<file path="config.mk">
export PLATFORM = sky130hd
export DESIGN_NAME = id_imm_unit_flat
export DESIGN_NICKNAME = d
export VERILOG_FILES = /design/src/rtl/id_imm_pkg.sv /design/src/rtl/id_imm_unit_if.sv /design/src/rtl/id_imm_decode.sv /design/src/rtl/id_imm_unit.sv /design/src/flat_wrapper.sv
export SDC_FILE = /design/constraint.sdc
export NUM_CORES = 1
export LEC_CHECK = 0
export ABC_AREA = 1
export BUFFER_PORTS_ARGS = -buffer_cell sky130_fd_sc_hd__buf_2
export CAP_MARGIN = 40
export CORE_UTILIZATION = 43
export DETAILED_ROUTE_END_ITERATION = 12
export PLACE_DENSITY = 0.69
export SYNTH_ARGS = -nofsm -noshare
export SYNTH_HDL_FRONTEND = slang
export SYNTH_SLANG_ARGS = --single-unit
</file>
<file path="constraint.sdc">
create_clock -name i_clk -period 6.3 [get_ports i_clk]
set_input_delay 1.26 -clock i_clk [delete_from_list [all_inputs] [get_ports i_clk]]
set_output_delay 1.26 -clock i_clk [all_outputs]
set_load 0.05 [all_outputs]
</file>
<file path="src/rtl/id_imm_pkg.sv">
// Shared types and encodings for the ID-stage immediate generator:
// immediate formats, base/RVC opcode fields and the skid buffer states.
package id_imm_pkg;

    typedef enum logic [3:0] {
        FMT_NONE = 4'd0,
        FMT_I    = 4'd1,
        FMT_S    = 4'd2,
        FMT_B    = 4'd3,
        FMT_U    = 4'd4,
        FMT_J    = 4'd5,
        FMT_Z    = 4'd6,
        FMT_CI   = 4'd7,
        FMT_CL   = 4'd8,
        FMT_CS   = 4'd9,
        FMT_CB   = 4'd10,
        FMT_CJ   = 4'd11
    } imm_fmt_e;

    localparam logic [6:0] OPC_OP_IMM   = 7'b0010011;
    localparam logic [6:0] OPC_LOAD     = 7'b0000011;
    localparam logic [6:0] OPC_JALR     = 7'b1100111;
    localparam logic [6:0] OPC_STORE    = 7'b0100011;
    localparam logic [6:0] OPC_BRANCH   = 7'b1100011;
    localparam logic [6:0] OPC_LUI      = 7'b0110111;
    localparam logic [6:0] OPC_AUIPC    = 7'b0010111;
    localparam logic [6:0] OPC_JAL      = 7'b1101111;
    localparam logic [6:0] OPC_OP       = 7'b0110011;
    localparam logic [6:0] OPC_MISC_MEM = 7'b0001111;
    localparam logic [6:0] OPC_SYSTEM   = 7'b1110011;

    localparam logic [1:0] C_Q0 = 2'b00;
    localparam logic [1:0] C_Q1 = 2'b01;
    localparam logic [1:0] C_Q2 = 2'b10;

    localparam logic [2:0] C0_LW   = 3'b010;
    localparam logic [2:0] C0_SW   = 3'b110;
    localparam logic [2:0] C1_ADDI = 3'b000;
    localparam logic [2:0] C1_JAL  = 3'b001;
    localparam logic [2:0] C1_LI   = 3'b010;
    localparam logic [2:0] C1_LUI  = 3'b011;
    localparam logic [2:0] C1_J    = 3'b101;
    localparam logic [2:0] C1_BEQZ = 3'b110;
    localparam logic [2:0] C1_BNEZ = 3'b111;

    typedef enum logic [1:0] {
        ST_EMPTY = 2'd0,
        ST_ONE   = 2'd1,
        ST_TWO   = 2'd2
    } skid_state_e;

endpackage

</file>
<file path="src/rtl/id_imm_unit_if.sv">
// Handshake bundle between IF/ID (instruction in) and ID/EX (decoded immediate out).
// slave is the unit's view, master the surrounding pipeline's view.
interface id_imm_unit_if #(
    parameter int XLEN = 32
);
    import id_imm_pkg::*;

    logic             i_valid;
    logic             o_ready;
    logic [31:0]      i_instr;
    logic             o_valid;
    logic             i_ready;
    logic [XLEN-1:0]  o_imm;
    imm_fmt_e         o_fmt;
    logic             o_illegal;
    logic [31:0]      o_instr;

    modport slave (
        input  i_valid, i_instr, i_ready,
        output o_ready, o_valid, o_imm, o_fmt, o_illegal, o_instr
    );

    modport master (
        output i_valid, i_instr, i_ready,
        input  o_ready, o_valid, o_imm, o_fmt, o_illegal, o_instr
    );

endinterface

</file>
<file path="src/rtl/id_imm_decode.sv">
// Combinational immediate decoder: RV32/RV64 base formats, CSR zimm and an RVC subset.
// All immediates are built as a signed 32-bit value and sign-extended to XLEN.
module id_imm_decode
    import id_imm_pkg::*;
#(
    parameter int XLEN   = 32,
    parameter bit RVC_EN = 1'b1
) (
    input  logic [31:0]     instr_i,
    output logic [XLEN-1:0] imm_o,
    output imm_fmt_e        fmt_o,
    output logic            illegal_o
);

    logic signed [31:0] imm32;
    logic [6:0]         opc;
    logic [1:0]         quad;
    logic [2:0]         c_f3;

    assign opc  = instr_i[6:0];
    assign quad = instr_i[1:0];
    assign c_f3 = instr_i[15:13];

    always_comb begin
        imm32     = '0;
        fmt_o     = FMT_NONE;
        illegal_o = 1'b0;
        if (instr_i == 32'd0) begin
            illegal_o = 1'b1;
        end else if (quad == 2'b11) begin
            case (opc)
                OPC_OP_IMM, OPC_LOAD, OPC_JALR: begin
                    fmt_o = FMT_I;
                    imm32 = 32'($signed(instr_i[31:20]));
                end
                OPC_STORE: begin
                    fmt_o = FMT_S;
                    imm32 = 32'($signed({instr_i[31:25], instr_i[11:7]}));
                end
                OPC_BRANCH: begin
                    fmt_o = FMT_B;
                    imm32 = 32'($signed({instr_i[31], instr_i[7], instr_i[30:25],
                                         instr_i[11:8], 1'b0}));
                end
                OPC_LUI, OPC_AUIPC: begin
                    fmt_o = FMT_U;
                    imm32 = {instr_i[31:12], 12'b0};
                end
                OPC_JAL: begin
                    fmt_o = FMT_J;
                    imm32 = 32'($signed({instr_i[31], instr_i[19:12], instr_i[20],
                                         instr_i[30:21], 1'b0}));
                end
                OPC_SYSTEM: begin
                    // CSRxxI variants carry a 5-bit unsigned zimm in the rs1 field
                    if (instr_i[14]) begin
                        fmt_o = FMT_Z;
                        imm32 = {27'b0, instr_i[19:15]};
                    end
                end
                OPC_OP, OPC_MISC_MEM: ;
                default: illegal_o = 1'b1;
            endcase
        end else if (!RVC_EN) begin
            illegal_o = 1'b1;
        end else begin
            case (quad)
                C_Q0: begin
                    case (c_f3)
                        C0_LW: begin
                            fmt_o = FMT_CL;
                            imm32 = {25'b0, instr_i[5], instr_i[12:10], instr_i[6], 2'b00};
                        end
                        C0_SW: begin
                            fmt_o = FMT_CS;
                            imm32 = {25'b0, instr_i[5], instr_i[12:10], instr_i[6], 2'b00};
                        end
                        default: illegal_o = 1'b1;
                    endcase
                end
                C_Q1: begin
                    case (c_f3)
                        C1_ADDI, C1_LI: begin
                            fmt_o = FMT_CI;
                            imm32 = 32'($signed({instr_i[12], instr_i[6:2]}));
                        end
                        C1_LUI: begin
                            // rd==x2 is C.ADDI16SP, which this subset does not decode
                            if (instr_i[11:7] == 5'd2) begin
                                illegal_o = 1'b1;
                            end else begin
                                fmt_o = FMT_CI;
                                imm32 = 32'($signed({instr_i[12], instr_i[6:2], 12'b0}));
                            end
                        end
                        C1_BEQZ, C1_BNEZ: begin
                            fmt_o = FMT_CB;
                            imm32 = 32'($signed({instr_i[12], instr_i[6:5], instr_i[2],
                                                 instr_i[11:10], instr_i[4:3], 1'b0}));
                        end
                        C1_J, C1_JAL: begin
                            fmt_o = FMT_CJ;
                            imm32 = 32'($signed({instr_i[12], instr_i[8], instr_i[10:9],
                                                 instr_i[6], instr_i[7], instr_i[2],
                                                 instr_i[11], instr_i[5:3], 1'b0}));
                        end
                        default: illegal_o = 1'b1;
                    endcase
                end
                C_Q2: illegal_o = 1'b1;
                default: illegal_o = 1'b1;
            endcase
        end
    end

    assign imm_o = XLEN'(imm32);

endmodule

</file>
<file path="src/rtl/id_imm_unit.sv">
// ID-stage immediate unit: decodes on the input side and buffers results in a
// 2-entry skid (output register + skid register) so o_ready never depends on i_ready.
module id_imm_unit
    import id_imm_pkg::*;
#(
    parameter int XLEN   = 32,
    parameter bit RVC_EN = 1'b1
) (
    input  logic          i_clk,
    input  logic          i_rst,
    input  logic          i_flush,
    id_imm_unit_if.slave  bus
);

    typedef struct packed {
        logic [XLEN-1:0] imm;
        imm_fmt_e        fmt;
        logic            illegal;
        logic [31:0]     instr;
    } entry_t;

    localparam entry_t ENTRY_RST = '{imm: '0, fmt: FMT_NONE, illegal: 1'b0, instr: '0};

    skid_state_e state_q, state_d;
    entry_t      out_q, out_d;
    entry_t      skid_q, skid_d;
    entry_t      dec;
    logic        in_fire;
    logic        out_fire;

    id_imm_decode #(
        .XLEN   (XLEN),
        .RVC_EN (RVC_EN)
    ) u_decode (
        .instr_i   (bus.i_instr),
        .imm_o     (dec.imm),
        .fmt_o     (dec.fmt),
        .illegal_o (dec.illegal)
    );
    assign dec.instr = bus.i_instr;

    assign bus.o_ready = (state_q != ST_TWO);
    assign bus.o_valid = (state_q != ST_EMPTY);
    assign in_fire     = bus.i_valid && bus.o_ready;
    assign out_fire    = bus.o_valid && bus.i_ready;

    always_comb begin
        state_d = state_q;
        out_d   = out_q;
        skid_d  = skid_q;
        if (i_flush) begin
            state_d = ST_EMPTY;
        end else begin
            case (state_q)
                ST_EMPTY: begin
                    if (in_fire) begin
                        out_d   = dec;
                        state_d = ST_ONE;
                    end
                end
                ST_ONE: begin
                    if (in_fire && out_fire) begin
                        out_d = dec;
                    end else if (in_fire) begin
                        skid_d  = dec;
                        state_d = ST_TWO;
                    end else if (out_fire) begin
                        state_d = ST_EMPTY;
                    end
                end
                ST_TWO: begin
                    if (out_fire) begin
                        out_d   = skid_q;
                        state_d = ST_ONE;
                    end
                end
                default: state_d = ST_EMPTY;
            endcase
        end
    end

    always_ff @(posedge i_clk or posedge i_rst) begin
        if (i_rst) begin
            state_q <= ST_EMPTY;
            out_q   <= ENTRY_RST;
            skid_q  <= ENTRY_RST;
        end else begin
            state_q <= state_d;
            out_q   <= out_d;
            skid_q  <= skid_d;
        end
    end

    assign bus.o_imm     = out_q.imm;
    assign bus.o_fmt     = out_q.fmt;
    assign bus.o_illegal = out_q.illegal;
    assign bus.o_instr   = out_q.instr;

endmodule

</file>
<file path="src/flat_wrapper.sv">
// flat-port wrapper written by rule: the top's interface ports become plain ports
module id_imm_unit_flat import id_imm_pkg::*;
#(
    parameter int XLEN   = 32,
    parameter bit RVC_EN = 1'b1
)
  (i_clk, i_rst, i_flush, bus_i_valid, bus_i_instr, bus_i_ready, bus_o_ready, bus_o_valid, bus_o_imm, bus_o_fmt, bus_o_illegal, bus_o_instr);
  id_imm_unit_if #(.XLEN(XLEN)) bus_i ();
  input  logic i_clk;
  input  logic i_rst;
  input  logic i_flush;
  input wire logic [$bits(bus_i.i_valid)-1:0] bus_i_valid;
  input wire logic [$bits(bus_i.i_instr)-1:0] bus_i_instr;
  input wire logic [$bits(bus_i.i_ready)-1:0] bus_i_ready;
  output wire logic [$bits(bus_i.o_ready)-1:0] bus_o_ready;
  output wire logic [$bits(bus_i.o_valid)-1:0] bus_o_valid;
  output wire logic [$bits(bus_i.o_imm)-1:0] bus_o_imm;
  output wire logic [$bits(bus_i.o_fmt)-1:0] bus_o_fmt;
  output wire logic [$bits(bus_i.o_illegal)-1:0] bus_o_illegal;
  output wire logic [$bits(bus_i.o_instr)-1:0] bus_o_instr;
  assign bus_i.i_valid = bus_i_valid;
  assign bus_i.i_instr = bus_i_instr;
  assign bus_i.i_ready = bus_i_ready;
  assign bus_o_ready = bus_i.o_ready;
  assign bus_o_valid = bus_i.o_valid;
  assign bus_o_imm = bus_i.o_imm;
  assign bus_o_fmt = bus_i.o_fmt;
  assign bus_o_illegal = bus_i.o_illegal;
  assign bus_o_instr = bus_i.o_instr;
  id_imm_unit #(.XLEN(XLEN), .RVC_EN(RVC_EN)) u_core (.i_clk(i_clk), .i_rst(i_rst), .i_flush(i_flush), .bus(bus_i));
endmodule
</file>
==> results.cfg <==
[outcome]
status = completed

[synthesis]
ys_async_sr_fraction = 1.000
synth_area_leader_cell = dfrtp_1
synth_area_um2 = 7192
yosysSeqAreaShare = 0.4871
synth_nets = 1020
synth_cell_type_count = 29
yosys_register_bits = 140
yosys-top-cells-area = dfrtp_1, nand2_1, o21ai_0
synth_top_area_frac = 0.4871
synth.avg_cell_area_um2 = 7.316
synth_edf_count = 0
yosys-top-cells-count = nand2_1, dfrtp_1, o21ai_0, nor2_1, nand3_1
netlist_instances = 983
ys.flop_type = dfrtp_1
yosysMostFrequentCell = nand2_1
yosys_warnings = 0

[global_route]
grt_max_degree = 102
gr-total-overflow = 0
grt_first_pass_wirelength_mm = 31.71
grt_usage = 0.2337
antenna_found_initial = 0
grt_pass1_vias = 6028

[route]
ant_nets = 0
post-route-drc-count = 0
via_count = 6664
drt-total-wl_mm = 19.34
wl_per_cell_um = 15.03
viasPerCell = 5.178
initialDrtViolationCount = 635
dr.pass1.iters = 5

[final_layout]
final-instance-count-excl-fill = 1287
nFillCells = 1572
layout.nets = 1096
drive_gt1_frac = 0.1597
fin_area_um2 = 8497
syn_to_final_growth_pct = 18.15
insertedDiodeCount = 0

[placed_design]
place.gp.congestion = 0.8892
dp_slack_ns = 3.033
io_buffer_count = 107
dp_cells = 1256
hpwl_mm = 13.39
postPlaceCellArea_um2 = 7826

[floorplan]
row_count = 46
die_h_um = 131.3
num_io_pins = 108
start_util = 0.4463
die_w_um = 131.3
die_area_um2 = 17250
fp.coreArea_um2 = 16120

[cts]
clk_pin_slew_worst_paths_ns = 0.06
cts_buffer_depth = 2
post_cts_resized = 0
cts_setup_buffers = 0
numCtsBuffers = 17
hold_buffers = 0
clockRootBuffer = clkbuf_16
clkLatencyLatePin_ns = 0.43
htree_levels = 4
cts_tree = built
clock-sinks = 140

[sta]
setup_slack_ns = 2.537
rsz0062_at_grt = false
fin_crit_ns = 3.763
finalCritPeriodShare = 0.5972
finClkSkew_ns = 0.006754
relSlewSlack = 0.3715
fmax_mhz = 265.8
hold-worst-slack_ns = 0.4718
final_max_slew_viol_count = 0
hold_viol_final = 0
setup_violations = 0
tns_ns = 0
worst_pin_slew_ns = 0.9427

[power_and_ir_drop]
p_leak_nw = 4.619
ir_drop_mv = 0.2002
power_density_nw_per_um2 = 383.2

[setup_path]
crit_type = flip-flop to output pin
arrival_ns = 2.50
cp-start-kind = flip-flop
end_kind = output pin
required_ns = 5.04
cp_max_fo = 101

[run]
cap_violations = 0

[min_path]
hold_path_class = flip-flop to flip-flop
==> final timing paths <==
kind                                                        from  depth (start not counted)                                  to  slack [ns]
worst max-delay path               u_core.state_q[1]$_DFFE_PP0P_                          6                         bus_o_ready        2.54
worst min-delay path            u_core.bus.o_imm[13]$_DFFE_PP0P_                          2    u_core.bus.o_imm[13]$_DFFE_PP0P_        0.47
worst max register to register     u_core.state_q[1]$_DFFE_PP0P_                          7  u_core.bus.o_instr[31]$_DFFE_PP0P_        4.10
worst min register to register  u_core.bus.o_imm[13]$_DFFE_PP0P_                          2    u_core.bus.o_imm[13]$_DFFE_PP0P_        0.47
max in group asynchronous                                  i_rst                          3    u_core.bus.o_illegal$_DFFE_PP0P_        4.15
min in group asynchronous                                  i_rst                          2    u_core.bus.o_imm[16]$_DFFE_PP0P_        0.97
==> kinds of logic after synthesis <==
group,Yosys count,synth area share
DFF,140,0.4871
buffers and inverters,111,0.06698
AOI/OAI and AO/OA,187,0.1364
and+or+nand+nor,545,0.3095
==> placed cells by master, fill, tap and decap left out, drive strengths merged <==
cell type | netlist | routed
nand2 | 374 | 374
a22oi | 3 | 3
o31ai | 2 | 2
clkinvlp | 0 | 2
dfrtp | 140 | 140
o21bai | 1 | 1
clkbuf | 29 | 20
bufinv | 0 | 6
o22ai | 2 | 2
o21ai | 150 | 150
clkinv | 0 | 2
a31oi | 6 | 6
nand4 | 7 | 7
nand3 | 57 | 57
nor2 | 105 | 105
buf | 28 | 114
o211ai | 2 | 2
nor3 | 2 | 2
inv | 54 | 55
a21oi | 21 | 21
==> per-layer routing <==
metal | routed length (µm) | track usage | vias up | share of wire
met4 | 591 | 0.1059 | 0 | 0.031
met5 | 0 | 0 | - | 0
met1 | 9072 | 0.3288 | 3101 | 0.47
li1 | - | - | 3296 | -
met2 | 8427 | 0.3407 | 221 | 0.44
met3 | 1249 | 0.05478 | 46 | 0.065
==> registers in the layout, indices dropped and copies added (netlist names) <==
| name | count |
|---|---|
| u_core.bus.o_fmt | 4 |
| u_core.state_q | 2 |
| u_core.bus.o_imm | 32 |
| u_core.skid_q | 69 |
| u_core.bus.o_illegal | 1 |
| u_core.bus.o_instr | 32 |
==> final cells by class <==
type / instances / area, µm² / area share
Inverter: 54 / 207.7 / 0.02444
Clock buffer: 20 / 456.7 / 0.05375
Timing Repair Buffer: 114 / 628.1 / 0.07392
Clock inverter: 11 / 214.0 / 0.02518
Multi-Input combinational cell: 732 / 3217 / 0.3786
Tap cell: 216 / 270.3 / 0.03181
Sequential cell: 140 / 3503 / 0.4123
==> power breakdown <==
group | switching, W | total (W) | internal, W
clock | 0.000388 | 0.00115 | 0.000761
sequential | 0.000109 | 0.00123 | 0.00112
combinational | 0.000661 | 0.000874 | 0.000213
==> metrics by stage <==
stage / utilization / total power (W)
floorplan: - / 0.001895
global placement: 0.4822 / 0.002100
detailed placement: 0.4856 / 0.002123
CTS: 0.5273 / 0.003275
global route: 0.5273 / 0.003418
finish: 0.5273 / 0.003256
==> critical path: stages, from the launching register on <==
cell     delay (ns)
dfrtp_1        0.43
inv_1          0.11
nor2_2         0.04
buf_4          0.24
inv_2          0.09
buf_4          0.67
buf_2          0.41
Note: power is estimated with default switching activity, not from simulation.
